**src/rtl/bus_protocol_target_if.sv**
```systemverilog
// dValid/dAck byte bus plus the downstream valid/ready drain port.
//   master : bus master / consumer side (drives dValid, data, out_ready)
//   slave  : bus_protocol_target side (drives dAck, out_data, out_valid)
interface bus_protocol_target_if #(
  parameter int DATA_W = 8
);
  logic              dValid;
  logic [DATA_W-1:0] data;
  logic              dAck;
  logic [DATA_W-1:0] out_data;
  logic              out_valid;
  logic              out_ready;

  modport master (output dValid, data, out_ready, input dAck, out_data, out_valid);
  modport slave  (input dValid, data, out_ready, output dAck, out_data, out_valid);
endinterface

```
**src/rtl/bus_protocol_target.sv**
```systemverilog
// Target end of the dValid/dAck byte bus. Detects a transfer start, pulses
// dAck so it is sampled ACK_DELAY edges after the start edge (deferred while
// the FIFO is full, up to E3), captures the byte into a DEPTH-entry FIFO that
// drains over valid/ready, counts refused transfers and flags master errors.
// Ports:
//   clk, reset  clock, async active-low reset
//   bus         slave modport: dValid/data in, dAck out, out_* drain port
//   drop_cnt    saturating count of refused (nacked) transfers
//   proto_err   one-cycle pulse on a master protocol violation
module bus_protocol_target #(
  parameter int ACK_DELAY = 1,
  parameter int DEPTH     = 4,
  parameter int DATA_W    = 8
) (
  input  logic                 clk,
  input  logic                 reset,
  bus_protocol_target_if.slave bus,
  output logic [7:0]           drop_cnt,
  output logic                 proto_err
);
  localparam int         AW      = $clog2(DEPTH);
  localparam int         AI      = ACK_DELAY - 1;
  localparam logic [2:0] ACK_IDX = AI[2:0];
  localparam logic [AW:0] FULL   = DEPTH[AW:0];

  localparam logic [1:0] S_IDLE    = 2'd0;
  localparam logic [1:0] S_ARM     = 2'd1;
  localparam logic [1:0] S_ACKED   = 2'd2;
  localparam logic [1:0] S_WAITLOW = 2'd3;

  logic [1:0]        state;
  logic [2:0]        ecnt;      // index of the edge about to be sampled; saturates at 4
  logic              dv_q;      // dValid at the previous edge
  logic              nack;      // transfer refused, count it when dValid drops
  logic              hold_chk;  // first edge after the ack edge: dValid must be low
  logic              late_chk;  // unacked transfer: dValid must be low by E4
  logic [DATA_W-1:0] data_ref;

  logic [DATA_W-1:0] mem [DEPTH];
  logic [AW-1:0]     wptr, rptr;
  logic [AW:0]       cnt;
  logic              full, push, pop, chg, err;

  assign full          = (cnt == FULL);
  assign push          = (state == S_ACKED);
  assign pop           = bus.out_valid && bus.out_ready;
  assign bus.out_valid = (cnt != '0);
  assign bus.out_data  = mem[rptr];
  assign chg           = (bus.data != data_ref);

  assign err = ((state == S_ARM)     && (!bus.dValid || chg)) ||
               ((state == S_ACKED)   && chg) ||
               ((state == S_WAITLOW) && bus.dValid && (hold_chk || (late_chk && ecnt[2])));

  always_ff @(posedge clk or negedge reset) begin
    if (!reset) begin
      state     <= S_IDLE;
      ecnt      <= '0;
      dv_q      <= 1'b1;  // dValid already high out of reset is not a start
      nack      <= 1'b0;
      hold_chk  <= 1'b0;
      late_chk  <= 1'b0;
      data_ref  <= '0;
      bus.dAck  <= 1'b0;
      drop_cnt  <= '0;
      proto_err <= 1'b0;
    end else begin
      dv_q      <= bus.dValid;
      proto_err <= err;
      if (state != S_IDLE && !ecnt[2]) ecnt <= ecnt + 3'd1;
      case (state)
        S_IDLE: begin
          if (bus.dValid) begin
            if (!dv_q) begin
              data_ref <= bus.data;
              ecnt     <= 3'd1;
              if (ACK_DELAY == 1 && !full) begin
                bus.dAck <= 1'b1;
                state    <= S_ACKED;
              end else begin
                state <= S_ARM;
              end
            end else begin
              state <= S_WAITLOW;  // mid-transfer after reset: sit it out
            end
          end
        end
        S_ARM: begin
          // ref follows the bus so one data change yields one error pulse
          data_ref <= bus.data;
          if (!bus.dValid) begin
            state <= S_IDLE;
          end else if (ecnt >= ACK_IDX && !full) begin
            bus.dAck <= 1'b1;
            state    <= S_ACKED;
          end else if (ecnt >= 3'd2) begin
            nack     <= 1'b1;
            late_chk <= 1'b1;
            state    <= S_WAITLOW;
          end
        end
        S_ACKED: begin
          data_ref <= bus.data;
          bus.dAck <= 1'b0;
          hold_chk <= 1'b1;
          state    <= S_WAITLOW;
        end
        default: begin
          hold_chk <= 1'b0;
          if (late_chk && ecnt[2] && bus.dValid) late_chk <= 1'b0;
          if (!bus.dValid) begin
            state    <= S_IDLE;
            nack     <= 1'b0;
            late_chk <= 1'b0;
            if (nack && drop_cnt != 8'hFF) drop_cnt <= drop_cnt + 8'd1;
          end
        end
      endcase
    end
  end

  always_ff @(posedge clk or negedge reset) begin
    if (!reset) begin
      wptr <= '0;
      rptr <= '0;
      cnt  <= '0;
    end else begin
      if (push) wptr <= wptr + 1'b1;
      if (pop)  rptr <= rptr + 1'b1;
      case ({push, pop})
        2'b10:   cnt <= cnt + 1'b1;
        2'b01:   cnt <= cnt - 1'b1;
        default: ;
      endcase
    end
  end

  always_ff @(posedge clk) begin
    if (push) mem[wptr] <= bus.data;
  end
endmodule

```
**src/flat_wrapper.sv**
```systemverilog
// flat-port wrapper written by rule: the top's interface ports become plain ports
module bus_protocol_target_flat 
#(
  parameter int ACK_DELAY = 1,
  parameter int DEPTH     = 4,
  parameter int DATA_W    = 8
)
  (clk, reset, drop_cnt, proto_err, bus_dValid, bus_data, bus_out_ready, bus_dAck, bus_out_data, bus_out_valid);
  bus_protocol_target_if #(.DATA_W(DATA_W)) bus_i ();
  input  logic clk;
  input  logic reset;
  output logic [7:0] drop_cnt;
  output logic proto_err;
  input wire logic [$bits(bus_i.dValid)-1:0] bus_dValid;
  input wire logic [$bits(bus_i.data)-1:0] bus_data;
  input wire logic [$bits(bus_i.out_ready)-1:0] bus_out_ready;
  output wire logic [$bits(bus_i.dAck)-1:0] bus_dAck;
  output wire logic [$bits(bus_i.out_data)-1:0] bus_out_data;
  output wire logic [$bits(bus_i.out_valid)-1:0] bus_out_valid;
  assign bus_i.dValid = bus_dValid;
  assign bus_i.data = bus_data;
  assign bus_i.out_ready = bus_out_ready;
  assign bus_dAck = bus_i.dAck;
  assign bus_out_data = bus_i.out_data;
  assign bus_out_valid = bus_i.out_valid;
  bus_protocol_target #(.ACK_DELAY(ACK_DELAY), .DEPTH(DEPTH), .DATA_W(DATA_W)) u_core (.clk(clk), .reset(reset), .bus(bus_i), .drop_cnt(drop_cnt), .proto_err(proto_err));
endmodule
```
**config.mk**
```make
export PLATFORM = sky130hd
export DESIGN_NAME = bus_protocol_target_flat
export DESIGN_NICKNAME = d
export VERILOG_FILES = /design/src/rtl/bus_protocol_target_if.sv /design/src/rtl/bus_protocol_target.sv /design/src/flat_wrapper.sv
export SDC_FILE = /design/constraint.sdc
export NUM_CORES = 1
export LEC_CHECK = 0
export CORE_ASPECT_RATIO = 0.6
export CORE_MARGIN = 8
export CORE_UTILIZATION = 40
export CTS_BUF_LIST = sky130_fd_sc_hd__clkbuf_4 sky130_fd_sc_hd__clkbuf_8 sky130_fd_sc_hd__clkbuf_16
export CTS_CLUSTER_SIZE = 16
export DETAILED_ROUTE_END_ITERATION = 10
export PLACE_DENSITY = 0.7
export SETUP_SLACK_MARGIN = 0.15
export SYNTH_ARGS = -nofsm -noshare
export SYNTH_HDL_FRONTEND = slang
export SYNTH_SLANG_ARGS = --single-unit
```
**constraint.sdc**
```tcl
create_clock -name clk -period 2.65 [get_ports clk]
set_input_delay 0.265 -clock clk [delete_from_list [all_inputs] [get_ports clk]]
set_output_delay 0.265 -clock clk [all_outputs]
set_load 0.1 [all_outputs]
```
==> results.cfg, run 1 <==
[cts]
cts_buffers = 9
cts.clk_slew.worst_paths_ns = 0.05
clock_latency_ns = 0.33
clock_sinks = 66
htree_levels = 3
cts_root_buf = clkbuf_16
cts.path.max_buffers = 2
cts_tree = done
cts_resized = 0
cts_hold_buf = 0
post_cts_buffers = 0

[route]
avgRoutedWirePerCell_um = 16.3
viasPerCell = 4.88
drt_wl_total_um = 5740
ant_nets = 0
num_vias = 1722
drc = 0
firstDrtPassIters = 4
drt_iter0_markers = 137

[floorplan]
die_area_mm2 = 0.0106
num_io_pins = 31
core_mm2 = 0.00727
die_h_um = 83.1
die_x_um = 128
initial_utilization_pct = 41.3
fp-row-count = 24

[critical_path]
cp-start-kind = register
path_cells = mux4_2 > buf_4
cpPeakStageDelay_ns = 0.74
arrival_ns = 1.92
cp_max_fo = 10
path_class = register to output pin
critPathCaptureType = output pin
cpMaxStageDelayCell = dfrtp_1
crit_required_ns = 2.38

[global_route]
grt_usage_pct = 12.0
globalRoute.totalOverflow = 0
grt_pass1_wl_um = 9690
grt_max_degree = 35
antenna_found_initial = 0
grt_pass1_vias = 1810

[timing]
fmax_ghz = 0.458
clock-skew-final_ns = 0.00824
hold_viol = 0
max_slew_margin_pct = 57.8
period_share_pct = 82.4
tightest_slew_ns = 0.633
rsz0062_at_grt = false
setup_viol = 0
drv_slew = 0
holdWs_ns = 0.348
finalCriticalPeriod_ns = 2.18
fin_tns_setup_ns = 0
layout_setup_ws_ns = 0.465

[hold_path]
hp-class = input port to asynchronous set/reset pin

[run_status]
status = complete, no violations

[cells_and_area]
diodes = 0
area_delta_synth_final_pct = 21.6
layout.nets = 269
design_area_mm2 = 0.00365
layout-drive-gt1-share_pct = 25.7

[placement]
gp_congestion = 0.782
dp_hpwl_um = 4090
io_buffers = 30
dpl_cell_area_mm2 = 0.00336
post-place-ws_ns = 0.552

[logic_synthesis]
synth_ff_type = dfrtp_1
ys_seq_elements = 66
synth_edf_count = 32
yosysSeqAreaShare_pct = 60.5
synth_nets = 232
synth_area_mm2 = 0.00300
synth_warnings = 0
synth_cell_types = 43
syn_avg_cell_area_um2 = 14.5
async_flop_share_pct = 51.5
netlist_instances = 207

[pwr]
leakagePower_uw = 0.00153
powerDensity_mw_per_mm2 = 1350
peakVddDrop_mv = 0.462

[flow_run]
maxCapViolations = 0
-- state kept, by name, summed over array words and instances, names as in the netlist, 2 cells and up --
name and cells:
u_core.wptr 2, u_core.data_ref 8, u_core.cnt 3, u_core.rptr 2
u_core.mem 32, u_core.drop_cnt 8, u_core.state 2, u_core.ecnt 3
-- logic make-up after synthesis --
kind of cell / share of synthesized area, %
DFF: 60.5
and+or+nand+nor: 7.80
AOI/OAI and AO/OA: 6.34
xor gates and xnor gates: 6.13
muxes: 11.0
buffers and inverters: 2.63
adders and majority gates: 5.67
-- layout by cell type (no fill, tap or decap), types with 7 or more instances in the layout --
cell,synthesis,layout
clkdlybuf4s50_1,0,11
dfrtp_1,33,33
clkbuf_16,0,9
ha_1,12,12
nand2_1,9,9
nor2_1,12,12
inv_1,12,12
xor2_1,15,15
a21oi_1,7,7
buf_4,0,21
mux2_2,11,11
edfxtp_1,32,32
mux4_2,8,8
-- where the power goes --
part	switching [uW]	internal [uW]	total [uW]	leakage, uW
Clock	401	699	1100	0.000140
Sequential	253	1390	1650	0.000708
Combinational	1440	726	2160	0.000683
Total	2090	2820	4910	0.00153
-- worst max-delay path: cells and delay by family, from the launching register on --
kind,cells,cell delay (ns)
flops,1,0.74
mux,1,0.60
buf+inv,1,0.25
-- final cells by class --
class                           instances  area, um^2
Tap cell                              104         130
Inverter                               12        45.0
Multi-Input combinational cell        123        1110
Clock buffer                           13         268
Fill cell                             633        3620
Sequential cell                        66        1810
Clock inverter                          3        16.3
Timing Repair Buffer                   32         268
-- worst paths after layout --
path                                     from                  to  slack [ns]  depth (start not counted)
setup / recovery               u_core.rptr[0]     bus_out_data[0]        0.47                          2
max in group asynchronous               reset         u_core.dv_q        1.97                          2
hold / removal                          reset  u_core.drop_cnt[5]        0.35                          2
min in group clk           u_core.drop_cnt[5]  u_core.drop_cnt[5]        0.49                          1
setup reg to reg              u_core.state[0]       u_core.cnt[2]        0.55                          9
hold reg to reg            u_core.drop_cnt[5]  u_core.drop_cnt[5]        0.49                          1
-- layer usage --
layer | global-route usage, % | up-vias | wire length, um
met5 | 0 | - | 0
li1 | - | 819 | -
met3 | 5.55 | 4 | 347
met1 | 17.1 | 866 | 3000
met2 | 15.8 | 33 | 2350
met4 | 3.22 | 0 | 52
-- through the flow --
step	total power [uW]	util (%)	std cells
after floorplan	3370	-	207
after global placement	3810	46.3	337
after detailed placement	3840	46.3	337
after CTS	4950	50.2	353
after global routing	5180	50.2	353
final	4910	50.2	353
-- Yosys cell counts (2+ instances only) --
| master | instances | area share, % |
|---|---|---|
| mux2_2 | 11 | 4.1 |
| a31oi_1 | 3 | 0.63 |
| a22o_1 | 2 | 0.58 |
| edfxtp_1 | 32 | 32 |
| buf_2 | 3 | 0.50 |
| nor2_1 | 12 | 1.5 |
| mux4_2 | 8 | 6.0 |
| xnor2_1 | 6 | 1.8 |
| nand3_1 | 2 | 0.33 |
| ha_1 | 12 | 5.0 |
| o21ai_0 | 6 | 1.0 |
| a21oi_1 | 7 | 1.2 |
| xor2_1 | 15 | 4.4 |
| dfrtp_1 | 33 | 28 |
| and2_1 | 5 | 1.0 |
| nor4_1 | 2 | 0.42 |
| a211o_1 | 2 | 0.58 |
| inv_1 | 12 | 1.5 |
| nand2_1 | 9 | 1.1 |
| and3_1 | 2 | 0.42 |
No activity file was read; power rests on OpenSTA's default activity.
==> inputs of run 2 (changes only) <==
--- a/config.mk
+++ b/config.mk
@@ -11,7 +11,7 @@
 export CTS_BUF_LIST = sky130_fd_sc_hd__clkbuf_4 sky130_fd_sc_hd__clkbuf_8 sky130_fd_sc_hd__clkbuf_16
 export CTS_CLUSTER_SIZE = 16
 export DETAILED_ROUTE_END_ITERATION = 10
-export PLACE_DENSITY = 0.7
+export PLACE_DENSITY = 0.72
 export SETUP_SLACK_MARGIN = 0.15
 export SYNTH_ARGS = -nofsm -noshare
 export SYNTH_HDL_FRONTEND = slang
==> constraint.sdc (replaced) <==
create_clock -name clk -period 1.85 [get_ports clk]
set_input_delay 0.185 -clock clk [delete_from_list [all_inputs] [get_ports clk]]
set_output_delay 0.185 -clock clk [all_outputs]
set_load 0.1 [all_outputs]
==> run 2 against run 1 <==
- clock power increased by 53%
- wire length grew 8.9%
- sequential share of layout area down 5.2 points
- sequential power grew 39%
- critical path depth rose by 1
- via count is 7.3% higher
- worst setup slack got worse by 0.41 ns
- total power increased by 66%
- combinational power is 93% higher
- design area rose by 12%
- first-iteration DRC count down 2.2%
- critical endpoint is now bus_out_data[4]
- largest power group unchanged
- highest routed layer unchanged
==> results.cfg, run 2 (synthesized netlist as in run 1, its figures left out) <==
[floorplan]
initial_utilization_pct = 41.3
num_io_pins = 31
core_mm2 = 0.00727
fp-row-count = 24
die_x_um = 128
die_h_um = 83.1
die_area_mm2 = 0.0106

[cts]
htree_levels = 3
cts_buffers = 9
clock_sinks = 66
cts.clk_slew.worst_paths_ns = 0.05
clock_latency_ns = 0.33
cts_tree = done
cts_hold_buf = 0
cts.path.max_buffers = 2
cts_root_buf = clkbuf_16

[critical_path]
cp-start-kind = register
arrival_ns = 1.61
cp_max_fo = 9
crit_required_ns = 1.66
reg2reg_depth = 6
critPathCaptureType = output pin
path_class = register to output pin

[placement]
dp_cells = 359
gp_congestion = 0.794
dpl_cell_area_mm2 = 0.00370
dp_hpwl_um = 4310
io_buffers = 30

[pwr]
peakVddDrop_mv = 0.691
total_power_uw = 8130
leakagePower_uw = 0.00173
powerDensity_mw_per_mm2 = 1980

[cells_and_area]
layout.cells.non_filler = 382
final_common_cell = buf_4
post-route-util_pct = 56.5
mostFrequentLayoutCells = buf_4, edfxtp_1, dfrtp_1
area_delta_synth_final_pct = 36.8
largest_registers = u_core.mem x32, u_core.data_ref x8, u_core.drop_cnt x8
design_area_mm2 = 0.00410
layout-drive-gt1-share_pct = 41.4
largest_reg_flops = 32
diodes = 0
layout.nets = 298
regMostFlops = u_core.mem
n_fill_cell = 601

[run_status]
status = complete, no violations

[timing]
period_share_pct = 96.9
hold_viol = 0
tightest_slew_ns = 0.452
setup_viol = 0
finalCriticalPeriod_ns = 1.79
max_slew_margin_pct = 69.9
fmax_ghz = 0.558
rsz0062_at_grt = true
clock-skew-final_ns = 0.00591
holdWs_ns = 0.269
drv_slew = 0

[route]
num_vias = 1848
firstDrtPassIters = 6
avgRoutedWirePerCell_um = 16.4
drt_wl_total_um = 6250
drt_iter0_markers = 134
drc = 0
ant_nets = 0
viasPerCell = 4.84

[global_route]
grt_pass1_wl_um = 10100
globalRoute.totalOverflow = 0
grt_max_degree = 35
grt_usage_pct = 12.6
grt_pass1_vias = 1916
antenna_found_initial = 0

[flow_run]
maxCapViolations = 0

[hold_path]
hp-class = input port to asynchronous set/reset pin
[run 2: cell count changes in the layout (fill, tap and decap cells not counted), sizes merged]
| cell | delta |
|---|---|
| clkinv | +1 |
| buf | +29 |
| bufinv | +1 |
| clkbuf | -1 |
| clkinvlp | -1 |
[run 2: critical path: stages, from the launching register on]
cell	delay [ns]
dfrtp_1	0.37
buf_12	0.15
mux4_2	0.56
buf_12	0.19
[run 2: repair_timing]
action | 4_1_cts | 5_1_grt
buffers inserted | 4 | 3
endpoints found under the setup margin | 12 | 15
resized for setup | 2 | 13
pin swaps | 0 | 4
[run 2: metal layers]
layer	up-vias	routed length, um	global-route usage, %
met3	8	382	5.99
met2	36	2660	17.2
met5	-	0	0
met1	927	3140	17.0
li1	877	-	-
met4	0	70	4.18
[run 2: cell type report]
class | instances | area, um^2 | area share (%)
Clock inverter | 4 | 43.8 | 1.07
Clock buffer | 12 | 254 | 6.19
Sequential cell | 66 | 1830 | 44.6
Timing Repair Buffer | 61 | 627 | 15.3
Tap cell | 104 | 130 | 3.17
Multi-Input combinational cell | 123 | 1170 | 28.6
Inverter | 12 | 45.0 | 1.10
[run 2: power breakdown]
group	leakage (uW)	switching (uW)	internal [uW]	total [uW]
sequential	0.000694	285	2010	2290
clock	0.000151	583	1100	1680
combinational	0.000883	2390	1770	4160
total	0.00173	3260	4870	8130
[run 2: per-stage QoR]
stage / setup WS (ns) / setup TNS [ns]
final: 0.0581 / 0
after floorplan: -0.134 / -0.259
after global placement: -0.0684 / -0.0684
after global routing: 0.00400 / 0
after detailed placement: -0.0685 / -0.0922
after CTS: 0.0328 / 0
[run 2: path summary, 6_finish.rpt]
| path | endpoint | slack (ns) | start |
|---|---|---|---|
| min in group clk | u_core.drop_cnt[4] | 0.49 | u_core.drop_cnt[4] |
| max in group asynchronous | u_core.drop_cnt[0] | 1.23 | reset |
| worst min-delay path | u_core.drop_cnt[7] | 0.27 | reset |
| worst max-delay path | bus_out_data[4] | 0.06 | u_core.rptr[0] |
| worst max register to register | u_core.cnt[1] | 0.06 | u_core.cnt[0] |
| worst min register to register | u_core.drop_cnt[4] | 0.49 | u_core.drop_cnt[4] |
